--- src/rtl/acc_share_sched.sv ---
`default_nettype none
// +--------------------------------------------------------------------------+
// | Module  : acc_share_sched                                                |
// | Purpose : Round-robin scheduler time-sharing one accumulator among       |
// |           NUM_REQ requesters. Grants one requester, clears the           |
// |           accumulator, streams LEN words into it, then reports the total |
// |           with a done pulse tagged by requester ID.                      |
// | Ports   : i_CLK, i_RESET (async, active high)                            |
// |           i_REQ / i_REQ_LEN / i_REQ_DATA / i_REQ_VALID  - requesters     |
// |           o_REQ_READY, o_GRANT                           - to requesters |
// |           o_ACC_RESET_N / o_ACC_ENABLE / o_ACC_DATA      - to accum      |
// |           i_ACC_TOTAL                                    - from accum    |
// |           o_DONE / o_ABORT / o_DONE_ID / o_RESULT        - completion    |
// | Option  : define ACC_SHARE_SCHED_TIMEOUT_EN to abort a job after         |
// |           TIMEOUT_CYCLES consecutive beat-less cycles in ACCUM.          |
// | Revision: 1.0  initial release                                           |
// +--------------------------------------------------------------------------+
module acc_share_sched #(
  parameter int NUM_REQ        = 4,
  parameter int DATA_W         = 32,
  parameter int LEN_W          = 8,
  parameter int TIMEOUT_CYCLES = 64
) (
  input  logic                         i_CLK,
  input  logic                         i_RESET,
  input  logic [NUM_REQ-1:0]           i_REQ,
  input  logic [NUM_REQ*LEN_W-1:0]     i_REQ_LEN,
  input  logic [NUM_REQ*DATA_W-1:0]    i_REQ_DATA,
  input  logic [NUM_REQ-1:0]           i_REQ_VALID,
  output logic [NUM_REQ-1:0]           o_REQ_READY,
  output logic [NUM_REQ-1:0]           o_GRANT,
  output logic                         o_ACC_RESET_N,
  output logic                         o_ACC_ENABLE,
  output logic [DATA_W-1:0]            o_ACC_DATA,
  input  logic [DATA_W-1:0]            i_ACC_TOTAL,
  output logic                         o_DONE,
  output logic [$clog2(NUM_REQ)-1:0]   o_DONE_ID,
  output logic [DATA_W-1:0]            o_RESULT,
  output logic                         o_ABORT
);

  localparam int ID_W = $clog2(NUM_REQ);

  localparam logic [2:0] S_IDLE  = 3'd0;
  localparam logic [2:0] S_CLEAR = 3'd1;
  localparam logic [2:0] S_ACCUM = 3'd2;
  localparam logic [2:0] S_DRAIN = 3'd3;
  localparam logic [2:0] S_DONE  = 3'd4;

  if (NUM_REQ < 2 || NUM_REQ > 8 || TIMEOUT_CYCLES < 1) begin : g_param_check
    $error("acc_share_sched: parameter out of range");
  end

  logic [2:0]        state, state_nxt;
  logic [ID_W-1:0]   owner, last_owner, pick;
  logic [ID_W:0]     cand;
  logic              any_req;
  logic [LEN_W-1:0]  job_len, beat_cnt;
  logic              beat, last_beat, in_job, abort_now, timeout;
  logic [LEN_W-1:0]  len_arr  [NUM_REQ];
  logic [DATA_W-1:0] data_arr [NUM_REQ];

  for (genvar g = 0; g < NUM_REQ; g++) begin : g_unpack
    assign len_arr[g]  = i_REQ_LEN[g*LEN_W +: LEN_W];
    assign data_arr[g] = i_REQ_DATA[g*DATA_W +: DATA_W];
  end

  // Round-robin pick: scan upward from last_owner+1 with wrap. The loop runs
  // from the farthest candidate to the nearest so the nearest set bit wins.
  always_comb begin
    pick    = '0;
    any_req = 1'b0;
    cand    = '0;
    for (int k = NUM_REQ - 1; k >= 0; k--) begin
      cand = {1'b0, last_owner} + (ID_W+1)'(k) + (ID_W+1)'(1);
      if (cand >= (ID_W+1)'(NUM_REQ)) cand = cand - (ID_W+1)'(NUM_REQ);
      if (i_REQ[cand[ID_W-1:0]]) begin
        pick    = cand[ID_W-1:0];
        any_req = 1'b1;
      end
    end
  end

  // ready is implied in ACCUM, so a beat is just the owner's valid there.
  assign beat      = (state == S_ACCUM) && i_REQ_VALID[owner];
  assign last_beat = beat && (beat_cnt == job_len - LEN_W'(1));
  assign in_job    = (state == S_CLEAR) || (state == S_ACCUM) || (state == S_DRAIN);
  assign abort_now = in_job && (!i_REQ[owner] || timeout);

`ifdef ACC_SHARE_SCHED_TIMEOUT_EN
  localparam int STALL_W = $clog2(TIMEOUT_CYCLES + 1);
  logic [STALL_W-1:0] stall_cnt;

  always_ff @(posedge i_CLK or posedge i_RESET) begin
    if (i_RESET) begin
      stall_cnt <= '0;
    end else if (state != S_ACCUM || beat) begin
      stall_cnt <= '0;
    end else begin
      stall_cnt <= stall_cnt + STALL_W'(1);
    end
  end

  // Fires on the TIMEOUT_CYCLES-th consecutive beat-less cycle.
  assign timeout = (state == S_ACCUM) && !beat &&
                   (stall_cnt == STALL_W'(TIMEOUT_CYCLES - 1));
`else
  assign timeout = 1'b0;
`endif

  // State register
  always_ff @(posedge i_CLK or posedge i_RESET) begin
    if (i_RESET) state <= S_IDLE;
    else         state <= state_nxt;
  end

  // Next-state logic
  always_comb begin
    state_nxt = state;
    case (state)
      S_IDLE:  if (any_req) state_nxt = S_CLEAR;
      S_CLEAR: begin
        if (abort_now)            state_nxt = S_IDLE;
        else if (job_len == '0)   state_nxt = S_DRAIN;
        else                      state_nxt = S_ACCUM;
      end
      S_ACCUM: begin
        if (abort_now)            state_nxt = S_IDLE;
        else if (last_beat)       state_nxt = S_DRAIN;
      end
      S_DRAIN: state_nxt = abort_now ? S_IDLE : S_DONE;
      S_DONE:  state_nxt = S_IDLE;
      default: state_nxt = S_IDLE;
    endcase
  end

  // Combinational outputs: ready and the accumulator feed pass straight through.
  always_comb begin
    o_REQ_READY  = '0;
    o_ACC_ENABLE = 1'b0;
    o_ACC_DATA   = '0;
    if (state == S_ACCUM) o_REQ_READY[owner] = 1'b1;
    if (beat) begin
      o_ACC_ENABLE = 1'b1;
      o_ACC_DATA   = data_arr[owner];
    end
  end

  assign o_ACC_RESET_N = ~i_RESET && (state != S_CLEAR);

  // Job bookkeeping and registered completion outputs
  always_ff @(posedge i_CLK or posedge i_RESET) begin
    if (i_RESET) begin
      owner      <= '0;
      last_owner <= ID_W'(NUM_REQ - 1);
      job_len    <= '0;
      beat_cnt   <= '0;
      o_GRANT    <= '0;
      o_DONE     <= 1'b0;
      o_ABORT    <= 1'b0;
      o_DONE_ID  <= '0;
      o_RESULT   <= '0;
    end else begin
      o_DONE  <= 1'b0;
      o_ABORT <= 1'b0;
      case (state)
        S_IDLE: begin
          if (any_req) begin
            owner   <= pick;
            job_len <= len_arr[pick];
            o_GRANT <= NUM_REQ'(1) << pick;
          end
        end
        S_CLEAR: beat_cnt <= '0;
        S_ACCUM: if (beat) beat_cnt <= beat_cnt + LEN_W'(1);
        S_DONE: begin
          o_RESULT   <= i_ACC_TOTAL;
          o_DONE_ID  <= owner;
          o_DONE     <= 1'b1;
          last_owner <= owner;
          o_GRANT    <= '0;
        end
        default: ;
      endcase
      if (abort_now) begin
        o_ABORT    <= 1'b1;
        o_DONE_ID  <= owner;
        last_owner <= owner;
        o_GRANT    <= '0;
      end
    end
  end

endmodule
`default_nettype wire

--- config.mk ---
export PLATFORM = sky130hd
export DESIGN_NAME = acc_share_sched
export DESIGN_NICKNAME = d
export VERILOG_FILES = /design/src/rtl/acc_share_sched.sv
export SDC_FILE = /design/constraint.sdc
export NUM_CORES = 1
export LEC_CHECK = 0
export ABC_AREA = 0
export CORE_MARGIN = 2
export CORE_UTILIZATION = 37
export DETAILED_ROUTE_END_ITERATION = 8
export PLACE_DENSITY = 0.94
export SETUP_SLACK_MARGIN = 0.5
export SLEW_MARGIN = 20
export SYNTH_ARGS = -nofsm -noshare
export SYNTH_HDL_FRONTEND = slang
export SYNTH_SLANG_ARGS = --single-unit
--- constraint.sdc ---
create_clock -name i_CLK -period 2.2 [get_ports i_CLK]
set_input_delay 0.22 -clock i_CLK [delete_from_list [all_inputs] [get_ports i_CLK]]
set_output_delay 0.22 -clock i_CLK [all_outputs]
set_load 0.02 [all_outputs]
==> flow_summary.json <==
{
  "reg2reg_depth": 9,
  "synth_nets": 581,
  "diodes": 0,
  "cts_buffers": 9,
  "maxCapViolations": 0,
  "p_per_area_mw_per_mm2": 1247,
  "cts_tree": "yes",
  "cp_max_fo": 9,
  "post_drt_wl_per_cell_um": 24.22,
  "ys_types": 57,
  "clock_latency_ns": 0.33,
  "synth_xor_area_share_pct": 3.064,
  "wl_um": 20680,
  "fin_skew_ns": 0.01135,
  "crit_type": "reg -> out",
  "slew_headroom_pct": 68.79,
  "yosysSeqAreaShare_pct": 36.83,
  "num_vias": 5021,
  "clock_sinks": 63,
  "power_leakage_nw": 3.761,
  "hold_viol": 0,
  "synthesis.area_sq_mm": 0.004288,
  "synth_top_family_by_area": "multiplexers",
  "p_clk_share_pct": 13.4,
  "ant_nets": 0,
  "post-dp-hpwl_um": 12770,
  "grt_max_degree": 47,
  "synth_simple_gate_area_share_pct": 15.14,
  "finalCritPeriodShare_pct": 101.1,
  "slowest_delay_ns": 0.62,
  "cts_buffer_depth": 2,
  "outcome": "complete, but fails checks",
  "violations": "negative setup slack",
  "drt_pass1_iterations": 7,
  "rsz0062_at_grt": "true",
  "muxShareOfSynthArea_pct": 27.31,
  "synth-async-reset-ratio_pct": 100.0,
  "place_worst_setup_slack_ns": -0.1482,
  "layout_common_cells": "clkdlybuf4s50_1 (237), dfrtp_1 (58), buf_6 (37)",
  "fin_nets": 910,
  "synth_edf_count": 0,
  "ys.flop_type": "dfrtp_1",
  "die_area_sq_mm": 0.01247,
  "coreArea_sq_mm": 0.01137,
  "drt_iter0_markers": 562,
  "setup_slack_ns": -0.02323,
  "seqPwrFrac_pct": 19.6,
  "drv_slew": 0,
  "io_buffers": 279,
  "critPathLaunchType": "flop",
  "critical_path_arrival_ns": 2.00,
  "cts_htree_levels": 3,
  "worst_pin_slew_ns": 0.4671,
  "die_width_um": 111.7,
  "drive_gt1_share_pct": 37.97,
  "num_rows": 39,
  "syn_to_final_growth_pct": 104.6,
  "fmax_ghz": 0.4498,
  "p_int_mw": 6.657,
  "synth_compound_area_share_pct": 11.32,
  "cts_hold_buf": 0,
  "hp-class": "in -> async",
  "grt_pass1_vias": 4997,
  "drc": 0,
  "crit_required_ns": 1.98,
  "clk_pin_slew_ns": 0.06,
  "ioPinCount": 280,
  "antenna_found_initial": 0,
  "ys_seq_elements": 63,
  "ys_warn_count": 0,
  "peakVddDrop_mv": 1.076,
  "worst_path_max_delay_cell": "mux4_2",
  "track_usage_pct": 27.70,
  "crit_chain": "buf_6 > mux4_2 > clkbuf_16 > and3_1 > buf_2",
  "synth-adder-area-share_pct": 0.5836,
  "viasPerCell": 5.879,
  "root_buffer": "clkbuf_16",
  "synth_cells": 377,
  "die_y_um": 111.7,
  "sw_frac_of_total_pct": 39.16,
  "grt-ovfl-total": 0,
  "initial_utilization_pct": 37.71,
  "place_congestion": 0.9680,
  "min_period_ns": 2.223,
  "grt_first_pass_wirelength_um": 27110,
  "total_power_mw": 10.94,
  "critPathCaptureType": "output port",
  "switching_power_mw": 4.285,
  "avgSynthCellArea_sq_um": 11.37,
  "final_common_cell": "clkdlybuf4s50_1",
  "setup_violations": 6,
  "power_frac_comb_pct": 66.9
}
## per-layer routing
layer | track usage [%] | routed length [um] | up-vias | share of wire [%]
li1 | - | - | 2088 | -
met1 | 32.55 | 7499 | 2486 | 36
met3 | 7.621 | 1785 | 74 | 8.6
met4 | 10.70 | 829 | 0 | 4.0
met2 | 48.24 | 10570 | 373 | 51
met5 | 0 | 0 | - | 0
## layout make-up
| class | instances | area, sq um |
|---|---|---|
| tap | 143 | 178.9 |
| fill | 646 | 2597 |
| clock buffer | 11 | 252.7 |
| multi-input combinational | 260 | 2967 |
| clock inverter | 5 | 56.30 |
| sequential | 63 | 1583 |
| inverter | 22 | 88.84 |
| timing repair buffer | 350 | 3646 |
## state kept, by name, indices dropped and copies added, names as in the netlist
register    cells
beat_cnt        8
o_GRANT         4
job_len         8
state           3
last_owner      2
o_DONE          1
o_RESULT       32
o_ABORT         1
owner           2
o_DONE_ID       2
## cells by family after synthesis
family / count (synthesis)
AOI/OAI and AO/OA: 66
xor gates and xnor gates: 15
adders and majority gates: 2
buffers and inverters: 55
DFF: 63
muxes: 70
and+or+nand+nor: 106
## power groups by stage
| stage | sequential (mW) | clock (mW) | combinational (mW) |
|---|---|---|---|
| after floorplan | 2.40 | 0 | 2.83 |
| after global placement | 2.08 | 0 | 5.01 |
| after detailed placement | 2.12 | 0 | 5.16 |
| after CTS | 2.10 | 1.46 | 5.89 |
| after global routing | 2.21 | 1.52 | 7.63 |
| final | 2.15 | 1.47 | 7.32 |
## path summary, 6_finish.rpt
| kind | end | start | slack (ns) |
|---|---|---|---|
| max | o_ACC_DATA[6] | owner[0] | -0.02 |
| min | job_len[6] | i_RESET | 0.29 |
| max reg2reg | beat_cnt[4] | owner[0] | 0.02 |
| min reg2reg | o_RESULT[14] | o_RESULT[14] | 0.50 |
| max in group asynchronous | o_RESULT[29] | i_RESET | 1.32 |
| min in group i_CLK | o_RESULT[14] | o_RESULT[14] | 0.50 |
## what timing repair did
| item | 4_1_cts | 5_1_grt |
|---|---|---|
| resized for setup | 192 | 146 |
| cloned | 5 | 4 |
| setup buffers | 18 | 22 |
| setup endpoints to repair | 97 | 67 |
| pin swaps | 9 | 18 |
## critical path: cells and delay by family (launching register included)
family	cells	cell delay [ns]
DFF	1	0.41
and+or+nand+nor	1	0.16
buffers and inverters	3	0.49
muxes	1	0.62
## cells in the mapped netlist (3+ instances only)
master	count	area (sq um)
a211oi_1	16	120.1
a21o_1	4	30.03
a21oi_1	4	20.02
a22o_1	4	35.03
a31oi_1	17	106.4
and3_1	36	225.2
buf_2	11	55.05
buf_4	3	22.52
clkbuf_1	16	60.06
dfrtp_1	61	1526
inv_1	21	78.83
mux2_2	35	394.1
mux4_2	34	765.7
nand2_1	14	52.55
nand2b_1	5	31.28
nand4_1	3	18.77
nor2_1	19	71.32
nor3_1	4	20.02
o21ai_0	4	20.02
o31ai_1	8	60.06
xnor2_1	7	61.31
xor2_1	8	70.07
## per-stage QoR
step | instance area (sq um) | hold slack [ns] | std cells | TNS (ns) | util (%)
CTS | 8000 | 0.3039 | 828 | -0.001271 | 70.36
floorplan | 4342 | 0.3442 | 377 | 0 | -
finish | 8772 | 0.2881 | 854 | -0.06912 | 77.15
detailed placement | 7373 | 0.4928 | 789 | -3.885 | 64.85
global placement | 7373 | 0.4859 | 789 | -1.758 | 64.85
global route | 8772 | 0.3255 | 854 | -0.4596 | 77.15
No activity file was read; power rests on OpenSTA's default activity.
